==> src/rtl/mem_arb_pkg.sv <==
// mem_arb_pkg: shared state type, port indices and default widths
// for the two-port line memory arbiter.
package mem_arb_pkg;

  localparam int ADDR_W = 32;
  localparam int LINE_W = 256;

  localparam logic PORT_ICACHE = 1'b0;
  localparam logic PORT_DCACHE = 1'b1;

  typedef enum logic [1:0] {
    IDLE = 2'd0,
    BUSY = 2'd1,
    TURN = 2'd2
  } arb_state_e;

endpackage

==> src/rtl/mem_arb_pick.sv <==
// mem_arb_pick: winner selection between icache refill and dcache ports.
// MEM_ARB_RR_EN adds a last-served pointer for round-robin arbitration.
module mem_arb_pick
  import mem_arb_pkg::*;
(
`ifdef MEM_ARB_RR_EN
  input  logic clk_i,
  input  logic rst_i,
  input  logic take_i,
`endif
  input  logic p0_req_i,
  input  logic p1_req_i,
  output logic valid_o,
  output logic winner_o
);

`ifdef MEM_ARB_RR_EN
  logic last_q;
  logic last_d;

  always_comb begin
    last_d = last_q;
    if (take_i && valid_o)
      last_d = winner_o;
  end

  always_ff @(posedge clk_i or negedge rst_i) begin
    if (!rst_i)
      last_q <= PORT_ICACHE;
    else
      last_q <= last_d;
  end

  // Under contention the port not served last wins.
  always_comb begin
    valid_o  = p0_req_i | p1_req_i;
    winner_o = PORT_ICACHE;
    unique case (1'b1)
      p0_req_i && p1_req_i:  winner_o = ~last_q;
      p1_req_i && !p0_req_i: winner_o = PORT_DCACHE;
      default:               winner_o = PORT_ICACHE;
    endcase
  end
`else
  always_comb begin
    valid_o  = p0_req_i | p1_req_i;
    winner_o = p1_req_i ? PORT_DCACHE : PORT_ICACHE;
  end
`endif

endmodule

==> src/rtl/mem_arbiter.sv <==
// mem_arbiter: shares one line-wide memory between icache and dcache.
// Fixed priority to dcache by default; MEM_ARB_RR_EN selects round-robin.
module mem_arbiter #(
  parameter int ADDR_W = mem_arb_pkg::ADDR_W,
  parameter int LINE_W = mem_arb_pkg::LINE_W
) (
  input  logic              clk_i,
  input  logic              rst_i,
  input  logic              p0_enable_i,
  input  logic              p0_write_i,
  input  logic [ADDR_W-1:0] p0_addr_i,
  input  logic [LINE_W-1:0] p0_data_i,
  output logic              p0_ack_o,
  output logic [LINE_W-1:0] p0_data_o,
  input  logic              p1_enable_i,
  input  logic              p1_write_i,
  input  logic [ADDR_W-1:0] p1_addr_i,
  input  logic [LINE_W-1:0] p1_data_i,
  output logic              p1_ack_o,
  output logic [LINE_W-1:0] p1_data_o,
  output logic              mem_enable_o,
  output logic              mem_write_o,
  output logic [ADDR_W-1:0] mem_addr_o,
  output logic [LINE_W-1:0] mem_data_o,
  input  logic              mem_ack_i,
  input  logic [LINE_W-1:0] mem_data_i,
  output logic              busy_o
);
  import mem_arb_pkg::*;

  arb_state_e        state_q, state_d;
  logic              grant_q, grant_d;
  logic              wr_q, wr_d;
  logic [ADDR_W-1:0] addr_q, addr_d;
  logic [LINE_W-1:0] data_q, data_d;
  logic              pick_valid;
  logic              pick_winner;
  logic              in_idle;
  logic              in_busy;

  assign in_idle = (state_q == IDLE);
  assign in_busy = (state_q == BUSY);

  mem_arb_pick u_pick (
`ifdef MEM_ARB_RR_EN
    .clk_i    (clk_i),
    .rst_i    (rst_i),
    .take_i   (in_idle),
`endif
    .p0_req_i (p0_enable_i),
    .p1_req_i (p1_enable_i),
    .valid_o  (pick_valid),
    .winner_o (pick_winner)
  );

  always_comb begin
    state_d = state_q;
    grant_d = grant_q;
    wr_d    = wr_q;
    addr_d  = addr_q;
    data_d  = data_q;
    unique case (state_q)
      IDLE: begin
        if (pick_valid) begin
          state_d = BUSY;
          grant_d = pick_winner;
          wr_d    = pick_winner ? p1_write_i : p0_write_i;
          addr_d  = pick_winner ? p1_addr_i : p0_addr_i;
          data_d  = pick_winner ? p1_data_i : p0_data_i;
        end
      end
      BUSY: begin
        if (mem_ack_i)
          state_d = TURN;
      end
      TURN:    state_d = IDLE;
      default: state_d = IDLE;
    endcase
  end

  always_ff @(posedge clk_i or negedge rst_i) begin
    if (!rst_i) begin
      state_q <= IDLE;
      grant_q <= 1'b0;
      wr_q    <= 1'b0;
      addr_q  <= '0;
      data_q  <= '0;
    end else begin
      state_q <= state_d;
      grant_q <= grant_d;
      wr_q    <= wr_d;
      addr_q  <= addr_d;
      data_q  <= data_d;
    end
  end

  // Enable drops in TURN so the memory sees a gap between transactions.
  assign mem_enable_o = in_busy;
  assign mem_write_o  = wr_q;
  assign mem_addr_o   = addr_q;
  assign mem_data_o   = data_q;
  assign busy_o       = !in_idle;

  assign p0_ack_o  = in_busy & mem_ack_i & (grant_q == PORT_ICACHE);
  assign p1_ack_o  = in_busy & mem_ack_i & (grant_q == PORT_DCACHE);
  assign p0_data_o = mem_data_i;
  assign p1_data_o = mem_data_i;

endmodule

==> config.mk <==
export PLATFORM = sky130hd
export DESIGN_NAME = mem_arbiter
export DESIGN_NICKNAME = d
export VERILOG_FILES = /design/src/rtl/mem_arb_pkg.sv /design/src/rtl/mem_arb_pick.sv /design/src/rtl/mem_arbiter.sv
export SDC_FILE = /design/constraint.sdc
export NUM_CORES = 1
export LEC_CHECK = 0
export CAP_MARGIN = 20
export CORE_AREA = 3 3 636 638
export CTS_CLUSTER_SIZE = 16
export DETAILED_ROUTE_END_ITERATION = 8
export DIE_AREA = 0 0 639 641
export MAX_ROUTING_LAYER = met4
export PLACE_DENSITY = 0.3
export SLEW_MARGIN = 40
export SYNTH_ARGS = -nofsm -noshare
export SYNTH_HDL_FRONTEND = slang
export SYNTH_HIERARCHICAL = 1
export SYNTH_SLANG_ARGS = --single-unit
==> constraint.sdc <==
create_clock -name clk_i -period 3.4 [get_ports clk_i]
set_input_delay 0.34 -clock clk_i [delete_from_list [all_inputs] [get_ports clk_i]]
set_output_delay 0.34 -clock clk_i [all_outputs]
set_load 0.01 [all_outputs]
Word-level counts from Yosys, hierarchy flattened

Cells that the tools add are included.

Register bits after elaboration: 292
Word-level logic and storage cells: 24

Bitwise operators: 5
Reduce and logical (&&, ||, !) cells: 4
Eq/ne operators: 3
Muxes and demuxes: 7

Operator list:

| operator           | number |
|---|---|
| $mux 256           | 1 |
| $mux 32            | 1 |
| $mux 2             | 2 |
| $ne 2x2->1 const B | 2 |
| $pmux 2 s2         | 1 |
| $reduce_and 2->1   | 2 |
| $and 1x1->1        | 3 |
| $eq 2x1->1 const B | 1 |
| $logic_not 2->1    | 1 |
| $mux 1             | 2 |
| $logic_not 1->1    | 1 |
| $not 1->1          | 1 |
| $or 1x1->1         | 1 |

Depth between registers and ports, before layout

Gate-level depths: netlist of run 1.

Depth after elaboration: 3
Gate-level depth with buffers: 6
Mapped depth without buffers: 3

Cells and area by module

Netlist of run 1, hierarchy kept.

Modules (own cells, without submodules):

| module       | area an instance (sq um) | times used | cells each |
|---|---|---|---|
| mem_arbiter  | 18179.9                  | 1          | 1456 |
| mem_arb_pick | 13.8                     | 1          | 2 |

Least setup slack after synthesis of run 1

Ideal clock, no wire load.

Path kind: input -> register
From: input port p1_enable_i
To: register data_q[142] (netlist: mem_data_o[142])
Buffers on the path: 3
Path slack: 1785 ps
Data required time: 3272 ps
Stages on the path: 5
Library setup time: 128 ps
Data arrival time: 1488 ps
Cells stage by stage: buf_4 -> clkbuf_1 -> buf_2 -> mux2_2 -> mux2_1

Cells in the longest elaborated chain, start to end: 2

RTL lines:

| what                                                | RTL line                               | RTL |
|---|---|---|
| start: declaration                                  | mem_arbiter.sv:15                      | `input logic p1_enable_i,` |
| $mux 1 / $or 1x1->1 (equally long branches)         | mem_arb_pick.sv:47, mem_arb_pick.sv:46 |  |
| $mux 256 / $reduce_and 2->1 (equally long branches) | -                                      |  |
| end signal: assignment                              | mem_arbiter.sv:93                      | `data_q <= data_d;` |
| end: declaration                                    | mem_arbiter.sv:35                      | `logic [LINE_W-1:0] data_q, data_d;` |

Several ways; a longest one is shown, not always the timed one.
A chain may end at the register's enable or synchronous reset.

Worst setup path in the final report of run 1

From: register state_q[1]
To: output port p1_ack_o

Cells in the longest elaborated chain, start to end: 3

RTL lines:

| what                      | RTL line           | RTL |
|---|---|---|
| start: declaration        | mem_arbiter.sv:31  | `arb_state_e state_q, state_d;` |
| start signal: assignment  | mem_arbiter.sv:89  | `state_q <= state_d;` |
| $eq 2x1->1                | mem_arbiter.sv:42  | `assign in_busy = (state_q == BUSY);` |
| $and 1x1->1 (2 in series) | mem_arbiter.sv:105 | `assign p1_ack_o = in_busy & mem_ack_i & (grant_q == PORT_DCACHE);` |
| end: declaration          | mem_arbiter.sv:19  | `output logic p1_ack_o,` |

No other way between the ends.

==> results of run 1 <==
-- path summary, 6_finish.rpt --
check	from	endpoint
worst max-delay path	state_q[1]	p1_ack_o
worst min-delay path	rst_i	mem_data_o[66]
worst max register to register	state_q[1]	mem_data_o[201]
worst min register to register	mem_data_o[149]	mem_data_o[149]
max in group asynchronous	rst_i	mem_data_o[230]
min in group clk_i	mem_ack_i	state_q[1]
-- synth_stat cells (all sizes together) --
| cell | number | area share |
|---|---|---|
| or2 | 2 | 0.00069 |
| nand2b | 1 | 0.00034 |
| or3b | 1 | 0.00048 |
| mux2 | 579 | 0.36 |
| buf | 576 | 0.24 |
| nor3b | 2 | 0.00083 |
| and3 | 1 | 0.00034 |
| o21ai | 1 | 0.00027 |
| clkbuf | 1 | 0.00021 |
| inv | 1 | 0.00021 |
| and2 | 1 | 0.00034 |
| dfrtp | 292 | 0.40 |
-- state kept, by name, summed over array words and instances, names as in the netlist --
name,cells
grant_q,1
mem_addr_o,32
mem_data_o,256
mem_write_o,1
state_q,2
-- area by class of cell --
class / count / area (um2) / area share
well taps: 5265 / 6590 / 0.210
clock inverters: 17 / 270 / 0.00862
inverters: 1 / 3.75 / 0.000120
multi-input cells: 588 / 6590 / 0.210
diodes: 68 / 170 / 0.00542
flip-flops and latches: 292 / 7310 / 0.233
repair buffers: 901 / 9170 / 0.292
clock buffers: 63 / 1270 / 0.0406
-- timing repair --
item | 4_1_cts | 5_1_grt
endpoints found under the hold margin | 211 | 0
hold buffers | 2 | 0
setup buffers | 0 | 0
gates resized for setup | 0 | 0
-- cells by family (layout without fill, tap and decap cells) --
| group | count (synthesis) | in the layout | synth area share |
|---|---|---|---|
| other cells | 0 | 68 | 0 |
| flops | 292 | 292 | 0.402 |
| buf+inv | 578 | 982 | 0.237 |
| compound gates | 1 | 1 | 0.000275 |
| simple gates | 8 | 8 | 0.00303 |
| mux | 579 | 579 | 0.358 |
-- layout by cell type, fill, tap and decap left out, types with 2 or more instances in the layout --
cell type / n
clkbuf_8: 8
clkdlybuf4s50_1: 873
mux2_1: 117
clkinv_16: 3
dfrtp_1: 292
bufinv_16: 4
inv_6: 2
clkbuf_1: 10
diode_2: 68
clkbuf_16: 45
dlygate4sd3_1: 2
buf_8: 2
buf_4: 9
mux2_2: 462
buf_12: 13
clkinv_2: 7
buf_16: 2
-- per-layer routing --
metal,share of wire,up-vias
met5,0,-
met4,0.045,0
met3,0.16,473
met2,0.53,1285
met1,0.26,6286
li1,-,5322
-- stage by stage --
step | worst slack, ps | total power [W]
detailed placement | 767 | 0.0167
global placement | 714 | 0.0167
finish | 929 | 0.0214
floorplan | 1780 | 0.0108
CTS | 776 | 0.0221
global route | 771 | 0.0227
-- power breakdown --
group          switching [W]  total [W]  internal (W)
sequential           0.00106    0.00634       0.00529
combinational        0.00422     0.0100       0.00580
clock                0.00208    0.00502       0.00294
-- critical path: cells and delay by family (launching register included) --
kind                   cells  cell delay (ps)
AND/OR/NAND/NOR            2              350
buffers and inverters      2              680
flip-flops                 1              400
==> results.cfg, run 1 <==
[detailed_routing]
drt_iter0_drc = 456
via_count = 13400
via_per_inst = 1.86
drt_pass1_iterations = 4
wl_per_cell_um = 27.9
ant_nets = 0
drc = 0
wl_um = 201000

[sta]
period_minus_slack_ps = 2470
finClkSkew_ps = 49.9
max_freq_ghz = 0.405
hold_viol_final = 0
rsz0062_at_grt = no
hold_ws_ps = 129
setup_viol = 0
slew_headroom = 0.640
setup_tns_ps = 0
min_period_over_period = 0.727
drv_slew = 0
worst_pin_slew_ps = 540

[critical_path]
crit_path_start_kind = flop
crit_type = reg -> out
cp.arrival_ps = 2130
slowest_stage = clkdlybuf4s50_1
critPathRequiredTime_ps = 3060
cp-end-kind = output pin
cp_max_fo = 4
r2r_cells = 4
slowest_delay_ps = 580
crit_path_cell_trace = nand2b_1 > inv_1 > and3_1 > clkdlybuf4s50_1
r2r_setup_slack_ps = 1360

[global_routing]
top_usage_layer = met2
first_global_vias = 14000
grt_antenna_before_repair = 164
grtUsageMet1 = 0.0739
grt_overflow = 0
grt_util_met2 = 0.175
gr-usage-met3 = 0.0674
grt_pass1_wl_um = 232000
grt_max_degree = 83
track_usage = 0.0964

[synth]
synth.avg_cell_area_um2 = 12.5
ys_ff_latch = 292
syn_nets = 2297
ys_warn_count = 6
synth_area_um2 = 18200
synthCells = 1458
yosysSeqAreaShare = 0.402
synth.distinct_cells = 16

[floorplan]
ios = 1644
initial_core_util = 0.0456
fp.dieW_um = 639
coreArea_um2 = 399000
rows = 232
dieArea_um2 = 410000
die_h_um = 641

[final_layout]
layout.nets = 2668
final_cell_area_um2 = 31400
instances_no_fill = 7195
drive_gt1_frac = 0.301
final.fill_count = 46200
final_core_util = 0.0786
area_growth_pct = 72.4

[power]
power_density_nw_per_um2 = 682
irDropWorstVdd_mv = 0.503
p_leak_nw = 10.1

[run_status]
outcome = complete, no violations

[place]
placed_area_um2 = 29600
dp_hpwl_um = 180000
io_buffer_count = 875
place_congestion = 0.784
place_inst = 7045

[flow_run]
max_cap_violations = 0

[min_path]
hp-class = in -> async

[clock_tree]
cts_buffer_depth = 3
clkSinkCount = 292
clock_latency_ps = 690
numCtsBuffers = 45
cts_tree = built
clk_pin_slew_ps = 60
h-tree-depth = 2
cts_root_buf = clkbuf_16
(Power assumes the default switching activity.)
==> run 2, diff against run 1 <==
CORE_AREA = 3 3 637 639   (was 3 3 636 638)
DIE_AREA = 0 0 640 642   (was 0 0 639 641)
clock period = 2.5 ns   (was 3.4 ns; I/O delays follow)
==> run 2 against run 1 <==
Combinational power increased by 36%; sequential cell count unchanged; worst setup slack got worse by 650 ps; via count decreased by 0.19%; register-to-register slack got worse by 790 ps; utilization about the same; cell count about the same; critical path depth decreased by 1; sequential power increased by 35%; global-route usage decreased by 0.17 points; clock skew increased by 5.2 ps; clock-buffer cell count increased by 3; critical path type unchanged; critical endpoint is now mem_enable_o.
==> results.cfg, run 2 (synthesis results as in run 1) <==
[place]
dp_hpwl_um = 178000
io_buffer_count = 875
place_congestion = 0.800
post-place-ws_ps = 174

[sta]
setup_ws_ps = 281
setup_tns_ps = 0
rsz0062_at_grt = no
min_period_over_period = 0.888
finClkSkew_ps = 55.0
drv_slew = 0
hold_viol_final = 0
max_freq_ghz = 0.451
worst_pin_slew_ps = 798
setup_viol = 0
slew_headroom = 0.468
period_minus_slack_ps = 2220

[global_routing]
track_usage = 0.0947
first_global_vias = 14200
grt_antenna_before_repair = 159
grt_pass1_wl_um = 230000
grt_overflow = 0
grt_max_degree = 56

[clock_tree]
clock_latency_ps = 660
cts_buffer_depth = 3
cts_setup_buffers = 0
cts_tree = built
clkSinkCount = 292
h-tree-depth = 2
clk_pin_slew_ps = 60
numCtsBuffers = 44
cts_root_buf = clkbuf_16

[critical_path]
critPathRequiredTime_ps = 2250
cp.arrival_ps = 1970
slowest_stage = clkdlybuf4s50_1
r2r-start = state_q[1]
reg2reg_to = mem_data_o[121]
cp.buffers_inverters = 2
slowest_delay_ps = 610
crit_path_start_kind = flop
cp-end-kind = output pin
crit_type = reg -> out
r2r_cells = 4
cp_top_family = buffers and inverters
r2r_setup_slack_ps = 570
crit_path_cell_trace = nand2b_1 > inv_1 > clkdlybuf4s50_1
cp_max_fo = 4

[power]
p_int_w = 0.0191
irDropWorstVdd_mv = 0.393
power_switching_w = 0.00978
p_leak_nw = 10.2
clkPwrFrac = 0.233
power_density_nw_per_um2 = 921
seq_power_share = 0.297
switching_share = 0.338
p_comb_frac = 0.470

[floorplan]
fp.dieW_um = 640
initial_core_util = 0.0455
rows = 232
coreArea_um2 = 400000
dieArea_um2 = 411000
ios = 1644
die_h_um = 642

[final_layout]
final.fill_count = 46100
final_common_cell = clkdlybuf4s50_1
drive_gt1_frac = 0.308
final_core_util = 0.0786
largest_reg_flops = 256
area_growth_pct = 72.6
layout.nets = 2685
final_cell_mix = clkdlybuf4s50_1 (871), mux2_2 (462), dfrtp_1 (292)

[min_path]
hp-class = in -> async

[detailed_routing]
drt_pass1_iterations = 4
via_count = 13300
drc = 0
drt_iter0_drc = 521
wl_um = 197000
wl_per_cell_um = 27.4
ant_nets = 0
via_per_inst = 1.86

[run_status]
outcome = complete, no violations

[flow_run]
max_cap_violations = 0
## run 2: cell types whose count changed in the layout (fill, tap and decap cells not counted), sizes merged
cell           delta
dlygate4sd2       +1
dlymetal6s2s      +1
diode            -23
dlygate4sd3       -1
clkinvlp          -1
clkdlybuf4s50     -2
buf              +19
clkbuf            +3
clkinv            -3
## run 2: worst max-delay path by stage
stage | startpoint | to | slack, ps | depth (start not counted)
floorplan | p1_enable_i | mem_data_o[142] | 970 | 5
global placement | p0_enable_i | mem_data_o[129] | 170 | 6
detailed placement | p0_enable_i | mem_data_o[70] | 170 | 6
CTS | state_q[1] | p1_ack_o | 20 | 4
global route | state_q[1] | mem_enable_o | 140 | 3
finish | state_q[1] | mem_enable_o | 280 | 3
## run 2: per-layer routing
metal	global-route usage	part of all wire	vias to the layer above
met1	0.0747	0.27	6363
met4	0.0386	0.052	0
met2	0.171	0.52	1207
met5	-	0	-
li1	-	-	5316
met3	0.0602	0.15	455
## run 2: final cells by class
type / instances / area (um2) / area share
clock buffer: 66 / 1300 / 0.0415
multi-input combinational: 588 / 6590 / 0.210
antenna: 45 / 113 / 0.00359
sequential: 292 / 7310 / 0.233
timing repair buffer: 919 / 9280 / 0.295
inverter: 1 / 3.75 / 0.000120
clock inverter: 13 / 220 / 0.00701
tap: 5265 / 6590 / 0.210
## run 2: repair_timing
action / 4_1_cts / 5_1_grt
endpoints found under the hold margin: 41 / 0
hold buffers: 1 / 0
gates resized for setup: 1 / 1
endpoints found under the setup margin: 1 / 1
## run 2: stage by stage
step | hold slack, ps | instances | cell area [um2] | power (W)
after floorplan | -45.6 | 1458 | 18200 | 0.0147
after global placement | 319 | 7064 | 29700 | 0.0227
after detailed placement | 321 | 7064 | 29700 | 0.0227
after CTS | 112 | 7144 | 31300 | 0.0299
after global routing | 164 | 7175 | 31400 | 0.0306
final | 176 | 7189 | 31400 | 0.0289
## run 2: power by group through the flow
| stage | sequential, W | combinational, W | clock, W |
|---|---|---|---|
| after floorplan | 0.00955 | 0.00517 | 0 |
| after global placement | 0.00867 | 0.0140 | 0 |
| after detailed placement | 0.00867 | 0.0140 | 0 |
| after CTS | 0.00865 | 0.0140 | 0.00723 |
| after global routing | 0.00893 | 0.0143 | 0.00733 |
| final | 0.00859 | 0.0136 | 0.00673 |
==> run 3, diff against run 2 <==
ABC_AREA = 1   (was default)
CORE_AREA = 3 3 631 633   (was 3 3 637 639)
CTS_CLUSTER_SIZE = 14   (was 16)
DIE_AREA = 0 0 634 636   (was 0 0 640 642)
clock period = 2.76 ns   (was 2.5 ns; I/O delays follow)
==> run 3 against run 2 <==
Combinational power decreased by 10%; sequential cell count unchanged; die area is 1.9% lower; sequential share of layout area shrank 0.39 points; utilization increased by 0.28 points; non-clock buffer count up 20; clock skew decreased by 2.1 ps.
==> results.cfg, run 3 <==
[final_layout]
largest_reg_flops = 256
drive_gt1_frac = 0.0511
area_growth_pct = 73.7
final_core_util = 0.0814
layout.nets = 3876
final_common_cell = nand2_1
final_cell_mix = nand2_1 (1739), clkdlybuf4s50_1 (869), dfrtp_1 (292)
final_cell_area_um2 = 31900

[power]
total_power_w = 0.0266
irDropWorstVdd_mv = 0.424
power_density_nw_per_um2 = 833
p_leak_nw = 13.4

[detailed_routing]
ant_nets = 0
drt_iter0_drc = 1111
via_per_inst = 2.24
via_count = 18700
wl_per_cell_um = 27.0
drc = 0
drt_pass1_iterations = 5
wl_um = 226000

[floorplan]
ios = 1644
fp.dieW_um = 634
coreArea_um2 = 393000
rows = 230
dieArea_um2 = 403000
initial_core_util = 0.0469
die_h_um = 636

[place]
place_congestion = 0.858
placed_area_um2 = 30100
io_buffer_count = 875
dp_hpwl_um = 201000

[sta]
setup_viol = 0
period_minus_slack_ps = 2220
worst_pin_slew_ps = 633
max_freq_ghz = 0.451
hold_viol_final = 0
slew_headroom = 0.578
min_period_over_period = 0.804
finClkSkew_ps = 52.9
setup_tns_ps = 0
rsz0062_at_grt = no
drv_slew = 0

[synth]
synth_top_area_share = 0.397
ys_ff_latch = 292
synth.distinct_cells = 12
ys_warn_count = 6
yosysSeqAreaShare = 0.397
synthCells = 2687
synthFlopType = dfrtp_1
synth.avg_cell_area_um2 = 6.84
synth_top_cells_by_count = nand2_1 (1740), buf_4 (528), dfrtp_1 (292)
synthTopCellsByArea = dfrtp_1 (40%), nand2_1 (36%), buf_4 (22%), buf_2 (2.1%), clkbuf_1 (0.65%)
post-synth-top-count-cell = nand2_1
syn_nets = 3526
synth_area_um2 = 18400
async_reset_ff_frac = 1.00
synth-edff-count = 0
synth_top_area_cell = dfrtp_1

[critical_path]
r2r-start = state_q[0]
startpoint = mem_data_o[241]
cp_top_family = buffers and inverters
crit_type = reg -> out
critPathRequiredTime_ps = 2480
slowest_stage = clkdlybuf4s50_1
crit_path_start_kind = flop
cp-end-kind = output pin
cp_max_fo = 2
crit_path_cell_trace = clkdlybuf4s50_1
cp.buffers_inverters = 1
slowest_delay_ps = 860
cp.arrival_ps = 1940

[clock_tree]
clkSinkCount = 292
h-tree-depth = 2
cts_buffer_depth = 3
cts_tree = built
cts_root_buf = clkbuf_16
numCtsBuffers = 48
clock_latency_ps = 710
cts_setup_buffers = 0
clk_pin_slew_ps = 60

[global_routing]
first_global_vias = 19400
grt_antenna_before_repair = 131
grt_max_degree = 104
grt_overflow = 0
track_usage = 0.111
grt_pass1_wl_um = 270000

[run_status]
outcome = complete, no violations

[flow_run]
max_cap_violations = 0

[min_path]
hp-class = in -> async
[run 3: cell types whose count changed in the layout (fill, tap and decap cells not counted), moves of 3 or more]
cell	before	now
nand2_1	0	1739
mux2_2	462	0
mux2_1	117	0
buf_12	14	29
diode_2	45	56
buf_4	29	35
clkbuf_1	10	5
clkbuf_16	44	48
clkinvlp_4	0	4
inv_1	1	5
inv_2	0	3
inv_6	1	4
nor2_1	0	3
[run 3: kinds of logic (layout without fill, tap and decap cells)]
| kind of cell | after synthesis | count (layout) | synth area share |
|---|---|---|---|
| other | 0 | 56 | 0 |
| buffers and inverters | 648 | 1036 | 0.245 |
| and+or+nand+nor | 1746 | 1746 | 0.357 |
| AOI/OAI and AO/OA | 1 | 1 | 0.000272 |
| DFF | 292 | 292 | 0.397 |
[run 3: worst paths after layout]
check | slack, ps | cells past startpoint | endpoint
worst max-delay path | 540 | 1 | mem_data_o[241]
worst min-delay path | 150 | 2 | mem_data_o[122]
worst max register to register | 1040 | 6 | mem_data_o[122]
worst min register to register | 480 | 2 | mem_data_o[133]
max in group asynchronous | 1660 | 4 | mem_data_o[39]
min in group clk_i | 160 | 2 | state_q[0]
[run 3: final cells by class]
| cell class | instances | area, um2 |
|---|---|---|
| diodes | 56 | 140 |
| clock inverters | 23 | 323 |
| well taps | 5220 | 6530 |
| inverters | 9 | 41.3 |
| flip-flops and latches | 292 | 7310 |
| clock buffers | 65 | 1390 |
| fillers | 46300 | 361000 |
| multi-input cells | 1747 | 6580 |
| repair buffers | 939 | 9630 |
[run 3: layer usage]
layer / GRT usage / wire length (um) / vias up
met5: - / 0 / -
li1: - / - / 8306
met4: 0.0383 / 8820 / 0
met3: 0.115 / 50700 / 344
met1: 0.0859 / 64100 / 8512
met2: 0.173 / 102000 / 1529
[run 3: where the power goes]
group | total, W | switching, W | internal (W) | leakage (nW)
clock network | 0.00690 | 0.00282 | 0.00408 | 0.831
registers | 0.00752 | 0.00122 | 0.00630 | 3.64
logic | 0.0122 | 0.00658 | 0.00559 | 8.95
[run 3: metrics by stage]
stage	hold slack, ps	instances	worst slack [ps]
after global routing	93.4	8343	376
after CTS	38.2	8295	15.3
after floorplan	-19.6	2687	1560
final	147	8351	541
after detailed placement	250	8205	398
after global placement	414	8204	369
[run 3: timing repair]
item | CTS | global route
setup endpoints to repair | 0 | 1
hold endpoints to repair | 169 | 0
hold buffers | 2 | 0
resized for setup | 0 | 1
